## config.mk

```make
export PLATFORM = sky130hd
export DESIGN_NAME = sync_sel_gen
export DESIGN_NICKNAME = d
export VERILOG_FILES = /design/src/rtl/sync_sel_gen.sv
export SDC_FILE = /design/constraint.sdc
export NUM_CORES = 1
export LEC_CHECK = 0
export CAP_MARGIN = 25
export CORE_ASPECT_RATIO = 0.7
export CORE_MARGIN = 2
export CORE_UTILIZATION = 44
export CTS_BUF_LIST = sky130_fd_sc_hd__clkbuf_2 sky130_fd_sc_hd__clkbuf_4 sky130_fd_sc_hd__clkbuf_8
export DETAILED_ROUTE_END_ITERATION = 7
export PLACE_DENSITY = 0.66
export SYNTH_ARGS = -nofsm -noshare
export SYNTH_HDL_FRONTEND = slang
export SYNTH_SLANG_ARGS = --single-unit
```

## constraint.sdc

```tcl
create_clock -name user_clk -period 4.02 [get_ports user_clk]
set_clock_uncertainty 0.15 [all_clocks]
set_input_delay 1.005 -clock user_clk [delete_from_list [all_inputs] [get_ports user_clk]]
set_output_delay 1.005 -clock user_clk [all_outputs]
set_load 0.05 [all_outputs]
```

## src/rtl/sync_sel_gen.sv

```systemverilog
// Sync pulse generator: qualifies ext 1PPS / internal period / software source
// and emits a delayed fixed-width pulse. Optional counters: SYNC_SEL_GEN_CNT_EN.
module sync_sel_gen #(
  parameter int unsigned PERIOD      = 16777216,
  parameter int unsigned PULSE_LEN   = 4,
  parameter int unsigned SYNC_STAGES = 2
) (
  input  logic        user_clk,
  input  logic        user_rst_n,
  input  logic [31:0] sync_sel,
  input  logic        ext_sync,
  output logic        sync_out,
  output logic        armed,
  output logic        busy
`ifdef SYNC_SEL_GEN_CNT_EN
  ,
  output logic [31:0] sync_cnt,
  output logic [15:0] miss_cnt
`endif
);

  localparam int unsigned CW = $clog2(PERIOD);
  localparam int unsigned PW = (PULSE_LEN > 1) ? $clog2(PULSE_LEN) : 1;
  localparam logic [CW-1:0] INT_LAST = CW'(PERIOD - 1);
  localparam logic [PW-1:0] PLS_LAST = PW'(PULSE_LEN - 1);

  typedef enum logic [1:0] {
    S_IDLE  = 2'd0,
    S_ARMED = 2'd1,
    S_DELAY = 2'd2,
    S_PULSE = 2'd3
  } state_t;

  logic [1:0]  src;
  logic        arm_bit;
  logic        cont;
  logic [15:0] dly_cfg;
  logic        unused_sel;

  assign src        = sync_sel[1:0];
  assign arm_bit    = sync_sel[4];
  assign cont       = sync_sel[5];
  assign dly_cfg    = sync_sel[31:16];
  assign unused_sel = ^{sync_sel[15:6], sync_sel[3:2]};

  state_t                 state_q, state_d;
  logic [SYNC_STAGES-1:0] sync_q;
  logic                   ext_last_q;
  logic                   ext_evt_q;
  logic [CW-1:0]          int_cnt_q, int_cnt_d;
  logic [1:0]             src_q;
  logic                   arm_q;
  logic [15:0]            dly_q, dly_d;
  logic [PW-1:0]          pls_q, pls_d;
  logic                   sync_out_q, armed_q, busy_q;

  logic int_evt;
  logic arm_rise;
  logic sel_evt;
  logic ext_src;

  assign int_evt  = (int_cnt_q == INT_LAST);
  assign arm_rise = arm_bit & ~arm_q;
  assign ext_src  = (src == 2'd1) || (src == 2'd2);

  always_comb begin
    sel_evt = 1'b0;
    case (src)
      2'd1:    sel_evt = ext_evt_q;
      2'd2:    sel_evt = int_evt;
      2'd3:    sel_evt = 1'b1;
      default: sel_evt = 1'b0;
    endcase
  end

  // The internal phase restarts whenever the source selection is rewritten.
  always_comb begin
    if (src_q != src) begin
      int_cnt_d = '0;
    end else if (int_evt) begin
      int_cnt_d = '0;
    end else begin
      int_cnt_d = int_cnt_q + 1'b1;
    end
  end

  always_comb begin
    state_d = state_q;
    dly_d   = dly_q;
    pls_d   = pls_q;
    case (state_q)
      S_IDLE: begin
        if (arm_rise && (src != 2'd0)) state_d = S_ARMED;
      end
      S_ARMED: begin
        if (sel_evt) begin
          dly_d = dly_cfg;
          if (dly_cfg == 16'd0) begin
            state_d = S_PULSE;
            pls_d   = PLS_LAST;
          end else begin
            state_d = S_DELAY;
          end
        end
      end
      S_DELAY: begin
        if (dly_q == 16'd1) begin
          state_d = S_PULSE;
          pls_d   = PLS_LAST;
        end else begin
          dly_d = dly_q - 16'd1;
        end
      end
      S_PULSE: begin
        if (pls_q == '0) begin
          state_d = (cont && ext_src) ? S_ARMED : S_IDLE;
        end else begin
          pls_d = pls_q - 1'b1;
        end
      end
      default: state_d = S_IDLE;
    endcase
    // Writing src=0 aborts from any state, truncating a pulse in flight.
    if (src == 2'd0) state_d = S_IDLE;
  end

  always_ff @(posedge user_clk or negedge user_rst_n) begin
    if (!user_rst_n) begin
      state_q    <= S_IDLE;
      sync_q     <= '0;
      ext_last_q <= 1'b0;
      ext_evt_q  <= 1'b0;
      int_cnt_q  <= '0;
      src_q      <= 2'd0;
      arm_q      <= 1'b1;
      dly_q      <= 16'd0;
      pls_q      <= '0;
      sync_out_q <= 1'b0;
      armed_q    <= 1'b0;
      busy_q     <= 1'b0;
    end else begin
      state_q    <= state_d;
      sync_q     <= {sync_q[SYNC_STAGES-2:0], ext_sync};
      ext_last_q <= sync_q[SYNC_STAGES-1];
      ext_evt_q  <= sync_q[SYNC_STAGES-1] & ~ext_last_q;
      int_cnt_q  <= int_cnt_d;
      src_q      <= src;
      arm_q      <= arm_bit;
      dly_q      <= dly_d;
      pls_q      <= pls_d;
      sync_out_q <= (state_d == S_PULSE);
      armed_q    <= (state_d == S_ARMED);
      busy_q     <= (state_d == S_DELAY) || (state_d == S_PULSE);
    end
  end

  assign sync_out = sync_out_q;
  assign armed    = armed_q;
  assign busy     = busy_q;

`ifdef SYNC_SEL_GEN_CNT_EN
  logic [31:0] sync_cnt_q;
  logic [15:0] miss_cnt_q;
  logic        arm_acc;
  logic        miss_evt;

  assign arm_acc  = (state_q == S_IDLE) && arm_rise && (src != 2'd0);
  assign miss_evt = sel_evt && ext_src &&
                    ((state_q == S_DELAY) || (state_q == S_PULSE));

  always_ff @(posedge user_clk or negedge user_rst_n) begin
    if (!user_rst_n) begin
      sync_cnt_q <= 32'd0;
      miss_cnt_q <= 16'd0;
    end else if (arm_acc) begin
      sync_cnt_q <= 32'd0;
      miss_cnt_q <= 16'd0;
    end else begin
      if ((state_d == S_PULSE) && !sync_out_q) sync_cnt_q <= sync_cnt_q + 32'd1;
      if (miss_evt && (miss_cnt_q != 16'hFFFF)) miss_cnt_q <= miss_cnt_q + 16'd1;
    end
  end

  assign sync_cnt = sync_cnt_q;
  assign miss_cnt = miss_cnt_q;
`endif

endmodule

```

==> reports/metrics.json <==
{
  "yosys": {
    "synth_mux_area_share_pct": 0.343,
    "area_share_of_fa_ha_maj_cells_after_synthesis_pct": 3.86,
    "synth-edff-count": 0,
    "synth_simple_gate_area_share_pct": 24.3,
    "synthArstFlopShare_pct": 100,
    "synth_seq_cells": 54,
    "ys_top_cells_by_area": "sky130_fd_sc_hd__dfrtp_1 45%, sky130_fd_sc_hd__nor2_1 6.4%, sky130_fd_sc_hd__ha_1 3.9%, sky130_fd_sc_hd__xnor2_1 3.6%, sky130_fd_sc_hd__xor2_1 3.6%",
    "synth_top_cells_by_count": "53 x sky130_fd_sc_hd__dfrtp_1, 50 x sky130_fd_sc_hd__nor2_1, 17 x sky130_fd_sc_hd__a21oi_1, 16 x sky130_fd_sc_hd__nand2_1, 16 x sky130_fd_sc_hd__nand3_1",
    "syn_area_sq_mm": 0.00292,
    "synthDominantCellAreaShare_pct": 45.4,
    "mappedNetlistNets": 348,
    "synth_warnings": 0,
    "cell_with_the_most_instances_after_synthesis": "sky130_fd_sc_hd__dfrtp_1",
    "synthFlopType": "sky130_fd_sc_hd__dfrtp_1",
    "syn_area_per_cell_sq_um": 9.60,
    "postSynthCellCount": 304,
    "synth_xor_area_share_pct": 7.20,
    "synth_sequential_area_ratio_pct": 46.3,
    "synth_top_family_by_area": "simple AND/OR/NAND/NOR gates",
    "fraction_of_the_mapped_netlist_area_in_compound_gates_pct": 15.0,
    "synth_cell_type_count": 49,
    "synth_top_cell_by_area": "sky130_fd_sc_hd__dfrtp_1"
  },
  "floorplan": {
    "ioPinCount": 38,
    "die_area_sq_mm": 0.00731,
    "core_area_sq_mm": 0.00631,
    "chipHeight_um": 72.1,
    "die_width_um": 101,
    "row_count": 24,
    "starting_density_of_the_core_pct": 46.3
  },
  "job": {
    "timing.max_cap.violations": 0
  },
  "timing": {
    "slew_headroom_pct": 49.1,
    "final-setup-viol-count": 0,
    "final.min_clock_period_ns": 3.32,
    "grt_setup_unrepaired": "no",
    "max_freq_mhz": 301,
    "maxSlewViolCount": 0,
    "timing.final.hold_violations": 0,
    "finalSetupTns_ns": 0,
    "worst-slew-pin-transition_ns": 0.764,
    "finalCritPeriodShare_pct": 82.7,
    "finalWorstSetupSlack_ns": 0.697
  },
  "clocking": {
    "path_clk_slew_ns": 0.09,
    "postcts_resize_cnt": 0,
    "cts_buffer_depth": 2,
    "clk-insertion-delay-late_ns": 0.32,
    "tritoncts.num_buffers": 5,
    "clock_sink_count": 54,
    "htree_num_levels": 2,
    "ctsRootBufferMaster": "sky130_fd_sc_hd__clkbuf_8",
    "cts_hold_repair.buffers": 0,
    "post_cts_buffers": 0,
    "tritoncts_clock_tree": "built"
  },
  "global_route": {
    "grt_util_all_layers_pct": 19.0,
    "antenna_found_initial": 0,
    "first_global_vias": 2246,
    "global_route_wire_length_before_repair_um": 11000,
    "grt_remaining_overflow": 0,
    "maximum_number_of_pins_on_one_net_before_global_route_repair": 30
  },
  "worst_setup_path": {
    "crit_arrival_ns": 3.41,
    "critical_path.reg2reg.endpoint": "pls_q[1]",
    "worst-path-stages": 8,
    "kind_of_end_point_of_the_critical_path": "flop",
    "r2r_slack_ns": 1.58,
    "slowest_delay_ns": 0.57,
    "critical_path.n_buffers_inverters": 2,
    "critical_path_peak_fanout": 14,
    "critical_path.endpoint": "pls_q[1]",
    "critical_path.cell_chain": "clkdlybuf4s50_1, inv_1, ha_1, nand4bb_1, nor4_1, a21oi_2, a21boi_1, a2bb2oi_1",
    "crit_type": "in2reg",
    "cp-start-kind": "input port",
    "worst_path_dominant_cell_family": "compound AO/OA/AOI/OAI gates",
    "crit_slowest_cell": "sky130_fd_sc_hd__clkdlybuf4s50_1",
    "reg2reg_from": "int_cnt_q[0]",
    "cp_data_required_time_ns": 4.10,
    "rr_worst_depth": 6,
    "critPathLaunch": "sync_sel[0]"
  },
  "drt": {
    "drtIter0Drc": 156,
    "iteration_count_of_the_initial_detailed_routing_pass": 4,
    "route.final.wire_length_um": 6410,
    "route.detailed.wl_per_inst_um": 15.7,
    "detail_route.vias_per_cell": 5.60,
    "ant_nets": 0,
    "remaining_drc_errors": 0,
    "dr_total_vias": 2292
  },
  "layout": {
    "fraction_of_layout_cells_with_a_size_suffix_above_1_pct": 7.85,
    "fillers": 593,
    "area_growth_pct": 14.4,
    "n_antenna_cell": 0,
    "finish.net_count": 374
  },
  "placement": {
    "place.detailed.hpwl_um": 4660,
    "io_buffers": 25,
    "gpl.final_weighted_congestion": 0.879,
    "place_worst_setup_slack_ns": 0.375
  },
  "pwr": {
    "p_per_area_mw_per_mm2": 497,
    "ir_drop_mv": 0.303,
    "power.total_w": 0.00166,
    "power_leakage_nw": 1.35
  },
  "outcome": {
    "outcome": "complete, no violations"
  },
  "min_path": {
    "hp-class": "reg2reg",
    "worstHoldPathCells": 0
  }
}
[stage by stage]
stage          hold WS, ns  utilization [%]  instance area, sq um  std cells
2_1_floorplan        0.181                -                  2920        304
3_3_place_gp         0.187             51.2                  3230        401
3_5_place_dp         0.194             51.2                  3230        401
4_1_cts              0.215             52.9                  3340        409
5_1_grt              0.215             52.9                  3340        409
6_report             0.211             52.9                  3340        409
[logic make-up after synthesis]
group                    Yosys count
AO/OA/AOI/OAI                     65
XOR/XNOR                          24
AND/OR/NAND/NOR                  133
multiplexers                       1
adder cells (fa/ha/maj)            9
buffers and inverters             18
flip-flops                        54
[report_power, final]
group	leakage [nW]	switching (W)	total (W)	internal [W]
clock network	0.0575	0.000183	0.000358	0.000174
registers	0.688	0.000142	0.000795	0.000653
logic	0.608	0.000295	0.000506	0.000211
[layer usage]
layer | up-vias | track usage [%] | part of all wire [%]
met5 | - | 0 | 0
met4 | 0 | 5.26 | 0.98
met3 | 8 | 4.05 | 5.5
met2 | 61 | 26.5 | 40
met1 | 1083 | 29.7 | 53
li1 | 1140 | - | -
[sequential cells by signal (all words and copies together), names as in the netlist, 2 cells and up]
signal     cells
dly_q         16
int_cnt_q     24
pls_q          2
src_q          2
state_q        2
sync_q         2
[placed cells by master, fill, tap and decap left out, types with 8 or more instances in the layout]
| cell type | synthesis | routed |
|---|---|---|
| sky130_fd_sc_hd__dfrtp_1 | 53 | 53 |
| sky130_fd_sc_hd__nor2_1 | 50 | 50 |
| sky130_fd_sc_hd__clkdlybuf4s50_1 | 0 | 24 |
| sky130_fd_sc_hd__a21oi_1 | 17 | 17 |
| sky130_fd_sc_hd__nand2_1 | 16 | 16 |
| sky130_fd_sc_hd__nand3_1 | 16 | 16 |
| sky130_fd_sc_hd__xnor2_1 | 12 | 12 |
| sky130_fd_sc_hd__xor2_1 | 12 | 12 |
| sky130_fd_sc_hd__o21ai_0 | 12 | 12 |
| sky130_fd_sc_hd__inv_1 | 10 | 10 |
| sky130_fd_sc_hd__nand4_1 | 9 | 9 |
| sky130_fd_sc_hd__a31oi_1 | 9 | 9 |
| sky130_fd_sc_hd__ha_1 | 9 | 9 |
| sky130_fd_sc_hd__nor3_1 | 8 | 8 |
| sky130_fd_sc_hd__clkbuf_8 | 0 | 8 |
[worst min-delay path by stage]
stage | startpoint | end | slack [ns]
3_3_place_gp | sync_q[0] | sync_q[1] | 0.19
5_1_grt | sync_q[0] | sync_q[1] | 0.22
3_5_place_dp | sync_q[0] | sync_q[1] | 0.19
4_1_cts | sync_q[0] | sync_q[1] | 0.21
2_1_floorplan | sync_q[0] | sync_q[1] | 0.18
6_report | sync_q[0] | sync_q[1] | 0.21
[worst reg2reg max path, cell delays in order, from the launching register on]
cell	delay (ns)
sky130_fd_sc_hd__dfrtp_1	0.40
sky130_fd_sc_hd__ha_1	0.22
sky130_fd_sc_hd__nand3_2	0.15
sky130_fd_sc_hd__nor4_4	0.60
sky130_fd_sc_hd__a21oi_2	0.35
sky130_fd_sc_hd__a21boi_1	0.31
sky130_fd_sc_hd__a2bb2oi_1	0.19
[cell type report]
type | count | area [sq um] | share of cell area [%]
multi-input combinational | 232 | 1480 | 44.3
sequential | 54 | 1350 | 40.5
timing repair buffer | 27 | 260 | 7.80
clock buffer | 8 | 110 | 3.30
tap | 78 | 97.6 | 2.92
inverter | 10 | 37.5 | 1.12
Power figures use the tool's default switching activity.
